==> config.mk <==
export PLATFORM = sky130hd
export DESIGN_NAME = cla_seq_adder_ctrl_flat
export DESIGN_NICKNAME = d
export VERILOG_FILES = /design/src/rtl/cla_seq_adder_ctrl_if.sv /design/src/rtl/cla_seq_adder_ctrl.sv /design/src/flat_wrapper.sv
export SDC_FILE = /design/constraint.sdc
export NUM_CORES = 1
export LEC_CHECK = 0
export CAP_MARGIN = 20
export CELL_PAD_IN_SITES_DETAIL_PLACEMENT = 2
export CELL_PAD_IN_SITES_GLOBAL_PLACEMENT = 2
export CORE_AREA = 2 2 99 101
export DETAILED_ROUTE_END_ITERATION = 8
export DIE_AREA = 0 0 101 103
export PLACE_DENSITY = 0.8
export SLEW_MARGIN = 15
export SYNTH_ARGS = -nofsm -noshare
export SYNTH_HDL_FRONTEND = slang
export SYNTH_SLANG_ARGS = --single-unit
==> constraint.sdc <==
create_clock -name clk -period 3.2 [get_ports clk]
set_input_delay 0.48 -clock clk [delete_from_list [all_inputs] [get_ports clk]]
set_output_delay 0.48 -clock clk [all_outputs]
set_load 0.01 [all_outputs]
==> src/rtl/cla_seq_adder_ctrl_if.sv <==
// Operand/result handshake bundle for the sequential carry-lookahead adder.
// The controller is the slave; the operand issuer/result consumer is the master.
`timescale 1ns/1ps
interface cla_seq_adder_ctrl_if #(
  parameter int WIDTH = 16
);
  logic             in_valid;
  logic             in_ready;
  logic [WIDTH-1:0] in_a;
  logic [WIDTH-1:0] in_b;
  logic             in_cin;
  logic             in_sub;
  logic             out_valid;
  logic             out_ready;
  logic [WIDTH-1:0] out_sum;
  logic             out_cout;
  logic             out_ovf;
  logic             busy;

  modport slave (
    input  in_valid, in_a, in_b, in_cin, in_sub, out_ready,
    output in_ready, out_valid, out_sum, out_cout, out_ovf, busy
  );

  modport master (
    output in_valid, in_a, in_b, in_cin, in_sub, out_ready,
    input  in_ready, out_valid, out_sum, out_cout, out_ovf, busy
  );
endinterface

==> src/rtl/cla_seq_adder_ctrl.sv <==
// WIDTH-bit add/subtract built from one 4-bit carry-lookahead slice reused
// over WIDTH/4 cycles, LSB nibble first, with valid/ready on both sides.
`timescale 1ns/1ps
module cla_seq_adder_ctrl #(
  parameter int WIDTH = 16
) (
  input  logic               clk,
  input  logic               rst,
  cla_seq_adder_ctrl_if.slave bus
);
  localparam int NIB  = WIDTH / 4;
  localparam int IDXW = $clog2(NIB);
  localparam logic [IDXW-1:0] LAST = IDXW'(NIB - 1);

  typedef enum logic [1:0] {IDLE, RUN, DONE} state_t;

  state_t                  state;
  logic [IDXW-1:0]         idx;
  logic                    carry;
  logic [NIB-1:0][3:0]     a_q;
  logic [NIB-1:0][3:0]     b_q;
  logic [NIB-1:0][3:0]     acc;
  logic [NIB-1:0][3:0]     sum_next;
  logic [WIDTH-1:0]        sum_q;
  logic                    cout_q;
  logic                    ovf_q;
  logic [4:0]              slice;
  logic                    ovf_next;

  // Two-level lookahead: every carry is a flat sum of products of g/p/c0.
  function automatic logic [4:0] cla4(input logic [3:0] a, input logic [3:0] b,
                                      input logic c0);
    logic [3:0] g, p, c;
    logic       c4;
    g    = a & b;
    p    = a ^ b;
    c[0] = c0;
    c[1] = g[0] | (p[0] & c0);
    c[2] = g[1] | (p[1] & g[0]) | (p[1] & p[0] & c0);
    c[3] = g[2] | (p[2] & g[1]) | (p[2] & p[1] & g[0]) | (p[2] & p[1] & p[0] & c0);
    c4   = g[3] | (p[3] & g[2]) | (p[3] & p[2] & g[1]) | (p[3] & p[2] & p[1] & g[0])
         | (p[3] & p[2] & p[1] & p[0] & c0);
    return {c4, p ^ c};
  endfunction

  // NOTE: every always_comb output gets a default first so no path leaves it unassigned (no latch).
  always_comb begin
    slice         = cla4(a_q[idx], b_q[idx], carry);
    sum_next      = acc;
    sum_next[idx] = slice[3:0];
    ovf_next      = (a_q[NIB-1][3] == b_q[NIB-1][3]) && (sum_next[NIB-1][3] != a_q[NIB-1][3]);
  end

  // NOTE: operand registers carry no reset; they are always loaded before they are read.
  always_ff @(posedge clk) begin
    if (state == IDLE && bus.in_valid) begin
      a_q <= bus.in_a;
      b_q <= bus.in_sub ? ~bus.in_b : bus.in_b;
    end
  end

  // NOTE: sequential state uses non-blocking assignments so all registers update from pre-edge values.
  always_ff @(posedge clk) begin
    if (rst) begin
      state  <= IDLE;
      idx    <= '0;
      carry  <= 1'b0;
      acc    <= '0;
      sum_q  <= '0;
      cout_q <= 1'b0;
      ovf_q  <= 1'b0;
    end else begin
      case (state)
        IDLE: begin
          if (bus.in_valid) begin
            carry <= bus.in_sub | bus.in_cin;
            idx   <= '0;
            state <= RUN;
          end
        end
        RUN: begin
          acc[idx] <= slice[3:0];
          carry    <= slice[4];
          if (idx == LAST) begin
            sum_q  <= sum_next;
            cout_q <= slice[4];
            ovf_q  <= ovf_next;
            state  <= DONE;
          end else begin
            idx <= idx + IDXW'(1);
          end
        end
        DONE: begin
          if (bus.out_ready) state <= IDLE;
        end
        default: state <= IDLE;
      endcase
    end
  end

  assign bus.in_ready  = (state == IDLE);
  assign bus.out_valid = (state == DONE);
  assign bus.busy      = (state != IDLE);
  assign bus.out_sum   = sum_q;
  assign bus.out_cout  = cout_q;
  assign bus.out_ovf   = ovf_q;
endmodule
==> src/flat_wrapper.sv <==
// flat-port wrapper written by rule: the top's interface ports become plain ports
module cla_seq_adder_ctrl_flat 
#(
  parameter int WIDTH = 16
)
  (clk, rst, bus_in_valid, bus_in_a, bus_in_b, bus_in_cin, bus_in_sub, bus_out_ready, bus_in_ready, bus_out_valid, bus_out_sum, bus_out_cout, bus_out_ovf, bus_busy);
  cla_seq_adder_ctrl_if #(.WIDTH(WIDTH)) bus_i ();
  input  logic clk;
  input  logic rst;
  input wire logic [$bits(bus_i.in_valid)-1:0] bus_in_valid;
  input wire logic [$bits(bus_i.in_a)-1:0] bus_in_a;
  input wire logic [$bits(bus_i.in_b)-1:0] bus_in_b;
  input wire logic [$bits(bus_i.in_cin)-1:0] bus_in_cin;
  input wire logic [$bits(bus_i.in_sub)-1:0] bus_in_sub;
  input wire logic [$bits(bus_i.out_ready)-1:0] bus_out_ready;
  output wire logic [$bits(bus_i.in_ready)-1:0] bus_in_ready;
  output wire logic [$bits(bus_i.out_valid)-1:0] bus_out_valid;
  output wire logic [$bits(bus_i.out_sum)-1:0] bus_out_sum;
  output wire logic [$bits(bus_i.out_cout)-1:0] bus_out_cout;
  output wire logic [$bits(bus_i.out_ovf)-1:0] bus_out_ovf;
  output wire logic [$bits(bus_i.busy)-1:0] bus_busy;
  assign bus_i.in_valid = bus_in_valid;
  assign bus_i.in_a = bus_in_a;
  assign bus_i.in_b = bus_in_b;
  assign bus_i.in_cin = bus_in_cin;
  assign bus_i.in_sub = bus_in_sub;
  assign bus_i.out_ready = bus_out_ready;
  assign bus_in_ready = bus_i.in_ready;
  assign bus_out_valid = bus_i.out_valid;
  assign bus_out_sum = bus_i.out_sum;
  assign bus_out_cout = bus_i.out_cout;
  assign bus_out_ovf = bus_i.out_ovf;
  assign bus_busy = bus_i.busy;
  cla_seq_adder_ctrl #(.WIDTH(WIDTH)) u_core (.clk(clk), .rst(rst), .bus(bus_i));
endmodule
== Word-level counts from Yosys, hierarchy flattened ==
Cells that the tools add are included.

* Register bits after elaboration: 71
* Output and inout bits: 21

* Add/subtract/negate cells: 1
* Reduce and logical (&&, ||, !) cells: 10
* Mux-type cells: 17
* $lt $le $gt $ge: 2
* Bitwise gates (word level): 31
* Eq/ne operators: 9

{| class="wikitable"
|+ Operator list
! operator !! number
|-
| 1-bit AND || 16
|-
| 4-bit binary-select mux with 2-bit select || 2
|-
| 16-bit bitwise mux || 1
|-
| 16-bit 2-to-1 mux || 1
|-
| 16-bit inverter || 1
|-
| 4-bit 2-to-1 mux || 3
|-
| 1-bit OR || 11
|-
| 2-bit 2-to-1 mux || 5
|-
| 4-bit demux with 2-bit select || 1
|-
| 4-bit bitwise XOR || 2
|-
| 2-bit != test, second input constant || 3
|-
| 2-bit one-hot mux with 3 select lines || 1
|-
| 3-bit AND reduction || 2
|-
| 4-bit AND || 1
|-
| 2-bit equality test, second input constant || 2
|-
| 2-bit one-hot mux with 2 select lines || 1
|-
| 2-bit AND reduction || 2
|-
| 2-bit nonzero test || 2
|-
| 1-bit logical AND || 3
|-
| 2-bit by 3-bit less-than comparator with 1-bit output, second input constant || 1
|-
| 2-bit by 1-bit adder with 2-bit output, second input constant || 1
|-
| 2-bit by 1-bit equality test with 1-bit output, second input constant || 1
|-
| 2-bit by 1-bit greater-or-equal comparator with 1-bit output, second input constant || 1
|-
| 2-bit logical NOT || 1
|-
| other kinds (5) || 5
|}

== Logic depth before layout (Yosys ltp) ==
Gate-level depths: netlist of run 1.

* Depth after elaboration: 11
* Gate-level depth with buffers: 8

== Least setup slack after synthesis of run 1 ==
OpenSTA, ideal clock, no wires.

* Path type: reg-to-reg
* Start: register u_core.idx[0]
* End: register u_core.ovf_q, in the netlist u_core.bus.out_ovf
* Path slack: 0.549 ns
* Library setup time: 0.088 ns
* Stages on the path, launching flop included: 9
* Data arrival time: 2.563 ns
* Cell sequence: dfxtp_1 buf_2 mux4_2 ha_1 a211o_1 a211o_1 buf_6 a31o_1 a311oi_2

* Longest elaborated chain between the ends: 11
* Elaborated cells between the ends (all ways): 25

{| class="wikitable"
|+ Ends and longest elaborated chain
! what !! RTL line !! RTL
|-
| start, declared || cla_seq_adder_ctrl.sv:18 || <nowiki>logic [IDXW-1:0] idx;</nowiki>
|-
| start signal, assigned || cla_seq_adder_ctrl.sv:90 || <nowiki>idx <= idx + IDXW'(1);</nowiki>
|-
| 4-bit binary-select mux with 2-bit select || cla_seq_adder_ctrl.sv:48 || <nowiki>slice = cla4(a_q[idx], b_q[idx], carry);</nowiki>
|-
| 4-bit 2-to-1 mux (not written as such) || cla_seq_adder_ctrl.sv:48 ||
|-
| 4-bit bitwise XOR or 4-bit AND (tied branches) || cla_seq_adder_ctrl.sv:36, cla_seq_adder_ctrl.sv:35 ||
|-
| 1-bit AND || cla_seq_adder_ctrl.sv:40 || <nowiki>c[3] = g[2] | (p[2] & g[1]) | (p[2] & p[1] & g[0]) | (p[2] & p[1] & p[0] & c0);</nowiki>
|-
| 1-bit OR or 1-bit AND (tied branches) (2 in series) || cla_seq_adder_ctrl.sv:40 ||
|-
| 1-bit OR || cla_seq_adder_ctrl.sv:40 ||
|-
| 4-bit bitwise XOR || cla_seq_adder_ctrl.sv:43 || <nowiki>return {c4, p ^ c};</nowiki>
|-
| 16-bit bitwise mux || cla_seq_adder_ctrl.sv:50 || <nowiki>sum_next[idx] = slice[3:0];</nowiki>
|-
| 1-bit != test || cla_seq_adder_ctrl.sv:51 || <nowiki>ovf_next = (a_q[NIB-1][3] == b_q[NIB-1][3]) && (sum_next[NIB-1][3] != a_q[NIB-1][3]);</nowiki>
|-
| 1-bit logical AND || cla_seq_adder_ctrl.sv:51 ||
|-
| end signal, assigned || cla_seq_adder_ctrl.sv:87 || <nowiki>ovf_q <= ovf_next;</nowiki>
|-
| end, declared || cla_seq_adder_ctrl.sv:26 || <nowiki>logic ovf_q;</nowiki>
|}

Several ways; a longest one is shown, not always the timed one. The select of a mux whose other input is x is not followed.
A chain may end at the register's enable or synchronous reset.

== Worst setup path after layout of run 1 ==
* Start: register u_core.idx[1]
* End: register u_core.ovf_q, in the netlist u_core.bus.out_ovf

Same word-level chain as after synthesis.

==> metrics.txt, run 1 <==
# TYPE chip_impl_metric gauge
chip_impl_metric{name="cellPowerDensity",unit="nW/um^2"} 543
chip_impl_metric{name="drv_cap",unit=""} 0
chip_impl_info{name="layout.cells.most_common",value="sky130_fd_sc_hd__clkdlybuf4s50_1"} 1
chip_impl_info{name="timing.setup.critical_path_class",value="reg2reg"} 1
chip_impl_info{name="tritoncts",value="yes"} 1
chip_impl_metric{name="placement_rows",unit=""} 36
chip_impl_metric{name="worst-path-max-fanout",unit=""} 13
chip_impl_metric{name="clock_power_share",unit=""} 0.399
chip_impl_info{name="status",value="completed"} 1
chip_impl_metric{name="place_worst_setup_slack",unit="ns"} 0.451
chip_impl_metric{name="placer_congestion",unit=""} 0.771
chip_impl_metric{name="worst_ir_drop_vdd",unit="V"} 0.000178
chip_impl_metric{name="synth_top_cell_area_share",unit=""} 0.319
chip_impl_metric{name="ys_types",unit=""} 41
chip_impl_metric{name="io-pin-count",unit=""} 59
chip_impl_metric{name="finalSetupViolCount",unit=""} 0
chip_impl_info{name="crit_chain",value="mux4_2 -> ha_1 -> a211o_1 -> a211o_1 -> a31o_1 -> a311oi_2"} 1
chip_impl_metric{name="route.detailed.drc",unit=""} 0
chip_impl_metric{name="drive_gt1_frac",unit=""} 0.117
chip_impl_metric{name="postRouteWirelength",unit="um"} 7570
chip_impl_metric{name="htree_num_levels",unit=""} 3
chip_impl_metric{name="post_drt_via_cell_ratio",unit=""} 5.00
chip_impl_metric{name="flip_flop_and_latch_count_after_synthesis",unit=""} 67
chip_impl_info{name="worst_path_most_repeated_cell",value="sky130_fd_sc_hd__a211o_1"} 1
chip_impl_metric{name="postSynthCellCount",unit=""} 259
chip_impl_info{name="critical_path.endpoint_type",value="flop"} 1
chip_impl_metric{name="placed_cell_count",unit=""} 423
chip_impl_metric{name="detailroute.via_count",unit=""} 2194
chip_impl_metric{name="seq_power_share",unit=""} 0.451
chip_impl_metric{name="postLayoutCellArea",unit="um^2"} 3940
chip_impl_metric{name="postSynthAreaPerCell",unit="um^2"} 11.6
chip_impl_metric{name="hold_violations",unit=""} 0
chip_impl_metric{name="antenna_left",unit=""} 0
chip_impl_metric{name="power.leakage",unit="uW"} 0.00138
chip_impl_metric{name="fillCellCount",unit=""} 987
chip_impl_info{name="critical-path-top-delay-family",value="compound AO/OA/AOI/OAI gates"} 1
chip_impl_metric{name="die_w",unit="um"} 101
chip_impl_metric{name="number_of_buffers_inserted_by_hold_repair_at_cts",unit=""} 0
chip_impl_metric{name="finish.cell_count_without_fillers",unit=""} 439
chip_impl_metric{name="iteration_0_drc_markers",unit=""} 38
chip_impl_metric{name="initial_utilization",unit=""} 0.318
chip_impl_metric{name="switching_share",unit=""} 0.250
chip_impl_metric{name="yosysSeqAreaShare",unit=""} 0.552
chip_impl_metric{name="worst_ep_arrival_time",unit="ns"} 3.07
chip_impl_metric{name="tightest_slew",unit="ns"} 0.668
chip_impl_metric{name="fp.dieArea",unit="um^2"} 10400
chip_impl_metric{name="critical-path-max-stage-delay",unit="ns"} 0.73
chip_impl_metric{name="power.share.combinational",unit=""} 0.150
chip_impl_metric{name="synth.net_count",unit=""} 306
chip_impl_metric{name="post_cts_setup_buffer_count",unit=""} 0
chip_impl_metric{name="grt_start_max_net_pins",unit=""} 34
chip_impl_metric{name="cts-root-to-sink-buffers",unit=""} 2
chip_impl_metric{name="timing.final.ws_setup",unit="ns"} 0.367
chip_impl_metric{name="number_of_enable_type_register_cells_in_the_synthesized_netlist",unit=""} 32
chip_impl_metric{name="period_minus_slack",unit="ns"} 2.83
chip_impl_info{name="grt_setup_unrepaired",value="false"} 1
chip_impl_metric{name="clk_pin_slew",unit="ns"} 0.08
chip_impl_metric{name="max-slew-margin-rel",unit=""} 0.553
chip_impl_metric{name="syn-cell-area",unit="um^2"} 3010
chip_impl_info{name="yosys.area.top_type",value="sky130_fd_sc_hd__edfxtp_1"} 1
chip_impl_metric{name="layout_overhead_on_the_synthesized_area",unit="%"} 31.0
chip_impl_metric{name="number_of_antenna_violations_at_the_first_check_in_global_routing",unit=""} 0
chip_impl_metric{name="drtPass1Iterations",unit=""} 4
chip_impl_metric{name="cts_made_buffers",unit=""} 9
chip_impl_metric{name="yosysWarningCount",unit=""} 0
chip_impl_info{name="hold_path_class",value="reg2reg"} 1
chip_impl_metric{name="die_y",unit="um"} 103
chip_impl_metric{name="area_of_the_placeable_core",unit="um^2"} 9460
chip_impl_metric{name="diodes",unit=""} 0
chip_impl_metric{name="placedInstanceArea",unit="um^2"} 3700
chip_impl_metric{name="cp.required",unit="ns"} 3.44
chip_impl_metric{name="max_freq",unit="MHz"} 353
chip_impl_metric{name="final_max_slew_viol_count",unit=""} 0
chip_impl_metric{name="groute.usage.overall",unit=""} 0.158
chip_impl_metric{name="layout_worst_path_cycle_share",unit=""} 0.885
chip_impl_metric{name="insertion_delay",unit="ns"} 0.34
chip_impl_metric{name="finalSetupTns",unit="ns"} 0
chip_impl_metric{name="final.setup_skew",unit="ns"} 0.0127
chip_impl_info{name="most-common-layout-cells",value="sky130_fd_sc_hd__clkdlybuf4s50_1, sky130_fd_sc_hd__dfxtp_1, sky130_fd_sc_hd__edfxtp_1, sky130_fd_sc_hd__nand2_1, sky130_fd_sc_hd__nor2_1"} 1
chip_impl_metric{name="synth_async_sr_flop_share",unit=""} 0
chip_impl_metric{name="grt_pass1_wl",unit="um"} 12200
chip_impl_metric{name="vias_in_the_first_global_route",unit=""} 2353
chip_impl_metric{name="postCtsResizedCells",unit=""} 0
chip_impl_metric{name="clkSinkCount",unit=""} 67
chip_impl_info{name="cp_slowest_cell",value="sky130_fd_sc_hd__dfxtp_1"} 1
chip_impl_metric{name="grt.overflow.total",unit=""} 0
chip_impl_metric{name="dp_hpwl",unit="um"} 5430
chip_impl_info{name="cts_root_buf",value="sky130_fd_sc_hd__clkbuf_8"} 1
chip_impl_info{name="critical_path.startpoint_type",value="flop"} 1
chip_impl_metric{name="critPathBufInv",unit=""} 0
chip_impl_info{name="ys.flop_type",value="sky130_fd_sc_hd__dfxtp_1"} 1
chip_impl_metric{name="wl_per_cell",unit="um"} 17.2
chip_impl_info{name="biggest_area_contributors_in_the_synthesized_netlist",value="sky130_fd_sc_hd__edfxtp_1, sky130_fd_sc_hd__dfxtp_1, sky130_fd_sc_hd__mux4_2"} 1
chip_impl_metric{name="power_switching",unit="uW"} 534
chip_impl_metric{name="nNetsFinal",unit=""} 367
chip_impl_metric{name="number_of_buffers_added_on_ports",unit=""} 58
chip_impl_metric{name="p_int",unit="uW"} 1610
==> cells by family (layout without fill, tap and decap cells) <==
family | count (synthesis) | count (layout) | share of synthesized area
AND/OR/NAND/NOR | 81 | 81 | 0.126
flip-flops | 67 | 67 | 0.552
AO/OA/AOI/OAI | 48 | 48 | 0.114
buffers and inverters | 24 | 90 | 0.0416
XOR/XNOR | 17 | 17 | 0.0495
multiplexers | 13 | 13 | 0.0769
adder cells (fa/ha/maj) | 9 | 9 | 0.0399
==> synth_stat cells, types with 2 or more instances <==
cell type                   n
sky130_fd_sc_hd__a21oi_1   17
sky130_fd_sc_hd__buf_6      2
sky130_fd_sc_hd__edfxtp_1  32
sky130_fd_sc_hd__a211o_1    2
sky130_fd_sc_hd__inv_1      7
sky130_fd_sc_hd__a22oi_1    2
sky130_fd_sc_hd__a211oi_1   8
sky130_fd_sc_hd__xor2_1    16
sky130_fd_sc_hd__a22o_1     2
sky130_fd_sc_hd__nor3_1     4
sky130_fd_sc_hd__o211ai_1   3
sky130_fd_sc_hd__mux4_2     8
sky130_fd_sc_hd__a311oi_1   6
sky130_fd_sc_hd__clkbuf_1   8
sky130_fd_sc_hd__and2_1     5
sky130_fd_sc_hd__nand2b_1   4
sky130_fd_sc_hd__nor2b_1    5
sky130_fd_sc_hd__nand2_1   28
sky130_fd_sc_hd__ha_1       8
sky130_fd_sc_hd__dfxtp_1   35
sky130_fd_sc_hd__nand3_1    4
sky130_fd_sc_hd__nand4_1    9
sky130_fd_sc_hd__nor2_1    20
sky130_fd_sc_hd__buf_2      4
sky130_fd_sc_hd__mux2i_1    4
==> per-layer routing <==
layer | track usage | up-vias | share of wire
met5 | 0 | - | 0
met4 | 0.0530 | 0 | 0.0094
met3 | 0.0386 | 6 | 0.036
li1 | - | 1054 | -
met2 | 0.288 | 52 | 0.51
met1 | 0.180 | 1082 | 0.44
==> path summary, 6_finish.rpt <==
| check | from | endpoint | slack [ns] | depth (start not counted) |
|---|---|---|---|---|
| setup / recovery | u_core.idx[1]$_SDFFE_PP0P_ | u_core.bus.out_ovf$_SDFFE_PP0P_ | 0.37 | 6 |
| hold / removal | u_core.acc[10]$_SDFFE_PP0P_ | u_core.acc[10]$_SDFFE_PP0P_ | 0.46 | 2 |
| setup reg to reg | u_core.idx[1]$_SDFFE_PP0P_ | u_core.bus.out_ovf$_SDFFE_PP0P_ | 0.37 | 6 |
| hold reg to reg | u_core.acc[10]$_SDFFE_PP0P_ | u_core.acc[10]$_SDFFE_PP0P_ | 0.46 | 2 |
==> worst min-delay path, delay by kind of cell, from the launching register on <==
| family | cells | cell delay, ns |
|---|---|---|
| compound gates | 1 | 0.05 |
| simple gates | 1 | 0.05 |
| flops | 1 | 0.31 |
==> sequential cells by signal, summed over array words and instances (netlist names) <==
| name | count |
|---|---|
| u_core.idx | 2 |
| u_core.a_q | 16 |
| u_core.bus.out_sum | 16 |
| u_core.state | 2 |
| u_core.bus.out_ovf | 1 |
| u_core.carry | 1 |
| u_core.b_q | 16 |
| u_core.acc | 12 |
| u_core.bus.out_cout | 1 |
==> stage by stage <==
step / hold WS (ns) / util / power [uW]
floorplan: 0.432 / - / 1170
global placement: 0.438 / 0.391 / 1290
detailed placement: 0.454 / 0.391 / 1310
CTS: 0.466 / 0.417 / 2170
global route: 0.485 / 0.417 / 2240
finish: 0.460 / 0.417 / 2140
==> power groups by stage <==
stage	sequential, uW	clock [uW]	combinational [uW]
global route	970	918	354
floorplan	976	0	197
global placement	982	0	306
finish	966	855	321
detailed placement	985	0	320
CTS	966	873	327
==> final cells by class <==
cell class / count / area [um^2] / share of cell area
inverter: 7 / 26.3 / 0.00666
clock inverter: 7 / 116 / 0.0295
timing repair buffer: 67 / 648 / 0.164
clock buffer: 9 / 124 / 0.0314
sequential: 67 / 1660 / 0.421
multi-input combinational: 168 / 1220 / 0.310
tap: 114 / 143 / 0.0362
No activity file was read; power rests on OpenSTA's default activity.
==> inputs of run 2 (changes only) <==
--- a/config.mk
+++ b/config.mk
@@ -11,6 +11,7 @@
 export CORE_AREA = 2 2 99 101
 export DETAILED_ROUTE_END_ITERATION = 8
 export DIE_AREA = 0 0 101 103
+export MAX_ROUTING_LAYER = met4
 export PLACE_DENSITY = 0.8
 export SLEW_MARGIN = 15
 export SYNTH_ARGS = -nofsm -noshare
==> metrics.txt, run 2 (synthesis results as in run 1) <==
# TYPE chip_impl_metric gauge
chip_impl_metric{name="postCtsResizedCells",unit=""} 0
chip_impl_metric{name="cts_made_buffers",unit=""} 9
chip_impl_metric{name="worst_ep_arrival_time",unit="ns"} 3.07
chip_impl_metric{name="grt_start_max_net_pins",unit=""} 34
chip_impl_metric{name="cts-root-to-sink-buffers",unit=""} 2
chip_impl_metric{name="diodes",unit=""} 0
chip_impl_info{name="hold_path_class",value="reg2reg"} 1
chip_impl_metric{name="dp_hpwl",unit="um"} 5430
chip_impl_metric{name="io-pin-count",unit=""} 59
chip_impl_info{name="critical_path.endpoint_type",value="flop"} 1
chip_impl_metric{name="placer_congestion",unit=""} 0.782
chip_impl_metric{name="drtPass1Iterations",unit=""} 4
chip_impl_metric{name="antenna_left",unit=""} 0
chip_impl_metric{name="hold_violations",unit=""} 0
chip_impl_metric{name="clkSinkCount",unit=""} 67
chip_impl_metric{name="power.leakage",unit="uW"} 0.00138
chip_impl_info{name="crit_chain",value="mux4_2 -> ha_1 -> a211o_1 -> a211o_1 -> a31o_1 -> a311oi_2"} 1
chip_impl_metric{name="number_of_buffers_inserted_by_hold_repair_at_cts",unit=""} 0
chip_impl_info{name="cp_slowest_cell",value="sky130_fd_sc_hd__dfxtp_1"} 1
chip_impl_info{name="timing.setup.critical_path_class",value="reg2reg"} 1
chip_impl_metric{name="fp.dieArea",unit="um^2"} 10400
chip_impl_metric{name="cp.required",unit="ns"} 3.44
chip_impl_metric{name="number_of_antenna_violations_at_the_first_check_in_global_routing",unit=""} 0
chip_impl_info{name="most-common-layout-cells",value="sky130_fd_sc_hd__clkdlybuf4s50_1, sky130_fd_sc_hd__dfxtp_1, sky130_fd_sc_hd__edfxtp_1, sky130_fd_sc_hd__nand2_1, sky130_fd_sc_hd__nor2_1"} 1
chip_impl_metric{name="period_minus_slack",unit="ns"} 2.83
chip_impl_metric{name="detailroute.via_count",unit=""} 2194
chip_impl_metric{name="final.hold.worst_slack",unit="ns"} 0.460
chip_impl_metric{name="number_of_buffers_added_on_ports",unit=""} 58
chip_impl_metric{name="grt_pass1_wl",unit="um"} 12200
chip_impl_metric{name="finish.cell_count_without_fillers",unit=""} 439
chip_impl_info{name="worst_path_most_repeated_cell",value="sky130_fd_sc_hd__a211o_1"} 1
chip_impl_metric{name="die_y",unit="um"} 103
chip_impl_metric{name="area_of_the_placeable_core",unit="um^2"} 9460
chip_impl_metric{name="placement_rows",unit=""} 36
chip_impl_metric{name="die_w",unit="um"} 101
chip_impl_metric{name="post_cts_setup_buffer_count",unit=""} 0
chip_impl_metric{name="nNetsFinal",unit=""} 367
chip_impl_metric{name="max-slew-margin-rel",unit=""} 0.553
chip_impl_metric{name="layout_overhead_on_the_synthesized_area",unit="%"} 31.0
chip_impl_info{name="grt_setup_unrepaired",value="false"} 1
chip_impl_info{name="layer_carrying_the_most_global_route_usage",value="met2"} 1
chip_impl_metric{name="placed_cell_count",unit=""} 423
chip_impl_metric{name="finalSetupViolCount",unit=""} 0
chip_impl_metric{name="layout_worst_path_cycle_share",unit=""} 0.885
chip_impl_metric{name="vias_in_the_first_global_route",unit=""} 2354
chip_impl_metric{name="iteration_0_drc_markers",unit=""} 38
chip_impl_metric{name="insertion_delay",unit="ns"} 0.34
chip_impl_metric{name="htree_num_levels",unit=""} 3
chip_impl_metric{name="finalSetupTns",unit="ns"} 0
chip_impl_metric{name="drv_cap",unit=""} 0
chip_impl_metric{name="wl_per_cell",unit="um"} 17.2
chip_impl_metric{name="worst-path-max-fanout",unit=""} 13
chip_impl_metric{name="post_drt_via_cell_ratio",unit=""} 5.00
chip_impl_metric{name="final_max_slew_viol_count",unit=""} 0
chip_impl_metric{name="groute.usage.overall",unit=""} 0.162
chip_impl_metric{name="final.setup_skew",unit="ns"} 0.0127
chip_impl_info{name="tritoncts",value="yes"} 1
chip_impl_metric{name="worst_ir_drop_vdd",unit="V"} 0.000178
chip_impl_metric{name="tightest_slew",unit="ns"} 0.668
chip_impl_metric{name="gr-usage-met2",unit=""} 0.288
chip_impl_metric{name="clk_pin_slew",unit="ns"} 0.08
chip_impl_info{name="layout.cells.most_common",value="sky130_fd_sc_hd__clkdlybuf4s50_1"} 1
chip_impl_metric{name="route.detailed.drc",unit=""} 0
chip_impl_metric{name="total_power",unit="uW"} 2140
chip_impl_metric{name="grt.overflow.total",unit=""} 0
chip_impl_metric{name="postLayoutCoreUtil",unit=""} 0.417
chip_impl_metric{name="met3_track_demand_over_resource",unit=""} 0.0373
chip_impl_metric{name="grtUsageMet1",unit=""} 0.181
chip_impl_info{name="status",value="completed"} 1
chip_impl_metric{name="cellPowerDensity",unit="nW/um^2"} 543
chip_impl_info{name="critical_path.startpoint_type",value="flop"} 1
chip_impl_info{name="cts_root_buf",value="sky130_fd_sc_hd__clkbuf_8"} 1
chip_impl_metric{name="critical-path-max-stage-delay",unit="ns"} 0.73
chip_impl_metric{name="max_freq",unit="MHz"} 353
chip_impl_metric{name="initial_utilization",unit=""} 0.318
chip_impl_metric{name="drive_gt1_frac",unit=""} 0.117
chip_impl_metric{name="postRouteWirelength",unit="um"} 7570
run 2: cell counts in the layout (fill, tap and decap cells not counted):
No cell type changed its count.
run 2: worst paths after layout:
kind | start | endpoint | slack (ns) | depth (start not counted)
max | u_core.idx[1]$_SDFFE_PP0P_ | u_core.bus.out_ovf$_SDFFE_PP0P_ | 0.37 | 6
min | u_core.acc[10]$_SDFFE_PP0P_ | u_core.acc[10]$_SDFFE_PP0P_ | 0.46 | 2
max reg2reg | u_core.idx[1]$_SDFFE_PP0P_ | u_core.bus.out_ovf$_SDFFE_PP0P_ | 0.37 | 6
min reg2reg | u_core.acc[10]$_SDFFE_PP0P_ | u_core.acc[10]$_SDFFE_PP0P_ | 0.46 | 2
run 2: power by group:
group / switching [uW] / internal, uW
logic: 176 / 146
clock network: 338 / 516
registers: 20.5 / 945
run 2: per-stage QoR:
stage	setup slack [ns]	cell area (um^2)
finish	0.368	3940
floorplan	0.549	3010
detailed placement	0.451	3700
global route	0.270	3940
CTS	0.390	3940
global placement	0.635	3700
run 2: metal layers:
| layer | part of all wire | vias to the layer above |
|---|---|---|
| met5 | 0 | - |
| met4 | 0.0098 | 0 |
| met3 | 0.035 | 6 |
| met2 | 0.51 | 52 |
| met1 | 0.44 | 1082 |
| li1 | - | 1054 |
run 2: critical path: cells and delay by family (launching register included):
kind | cells | cell delay (ns)
AO/OA/AOI/OAI | 4 | 1.23
adder cells (fa/ha/maj) | 1 | 0.33
flip-flops | 1 | 0.73
multiplexers | 1 | 0.44
run 2: area by class of cell:
type                       instances  area (um^2)
fill                             987         5520
sequential                        67         1660
multi-input combinational        168         1220
timing repair buffer              67          648
tap                              114          143
clock buffer                       9          124
clock inverter                     7          116
inverter                           7         26.3
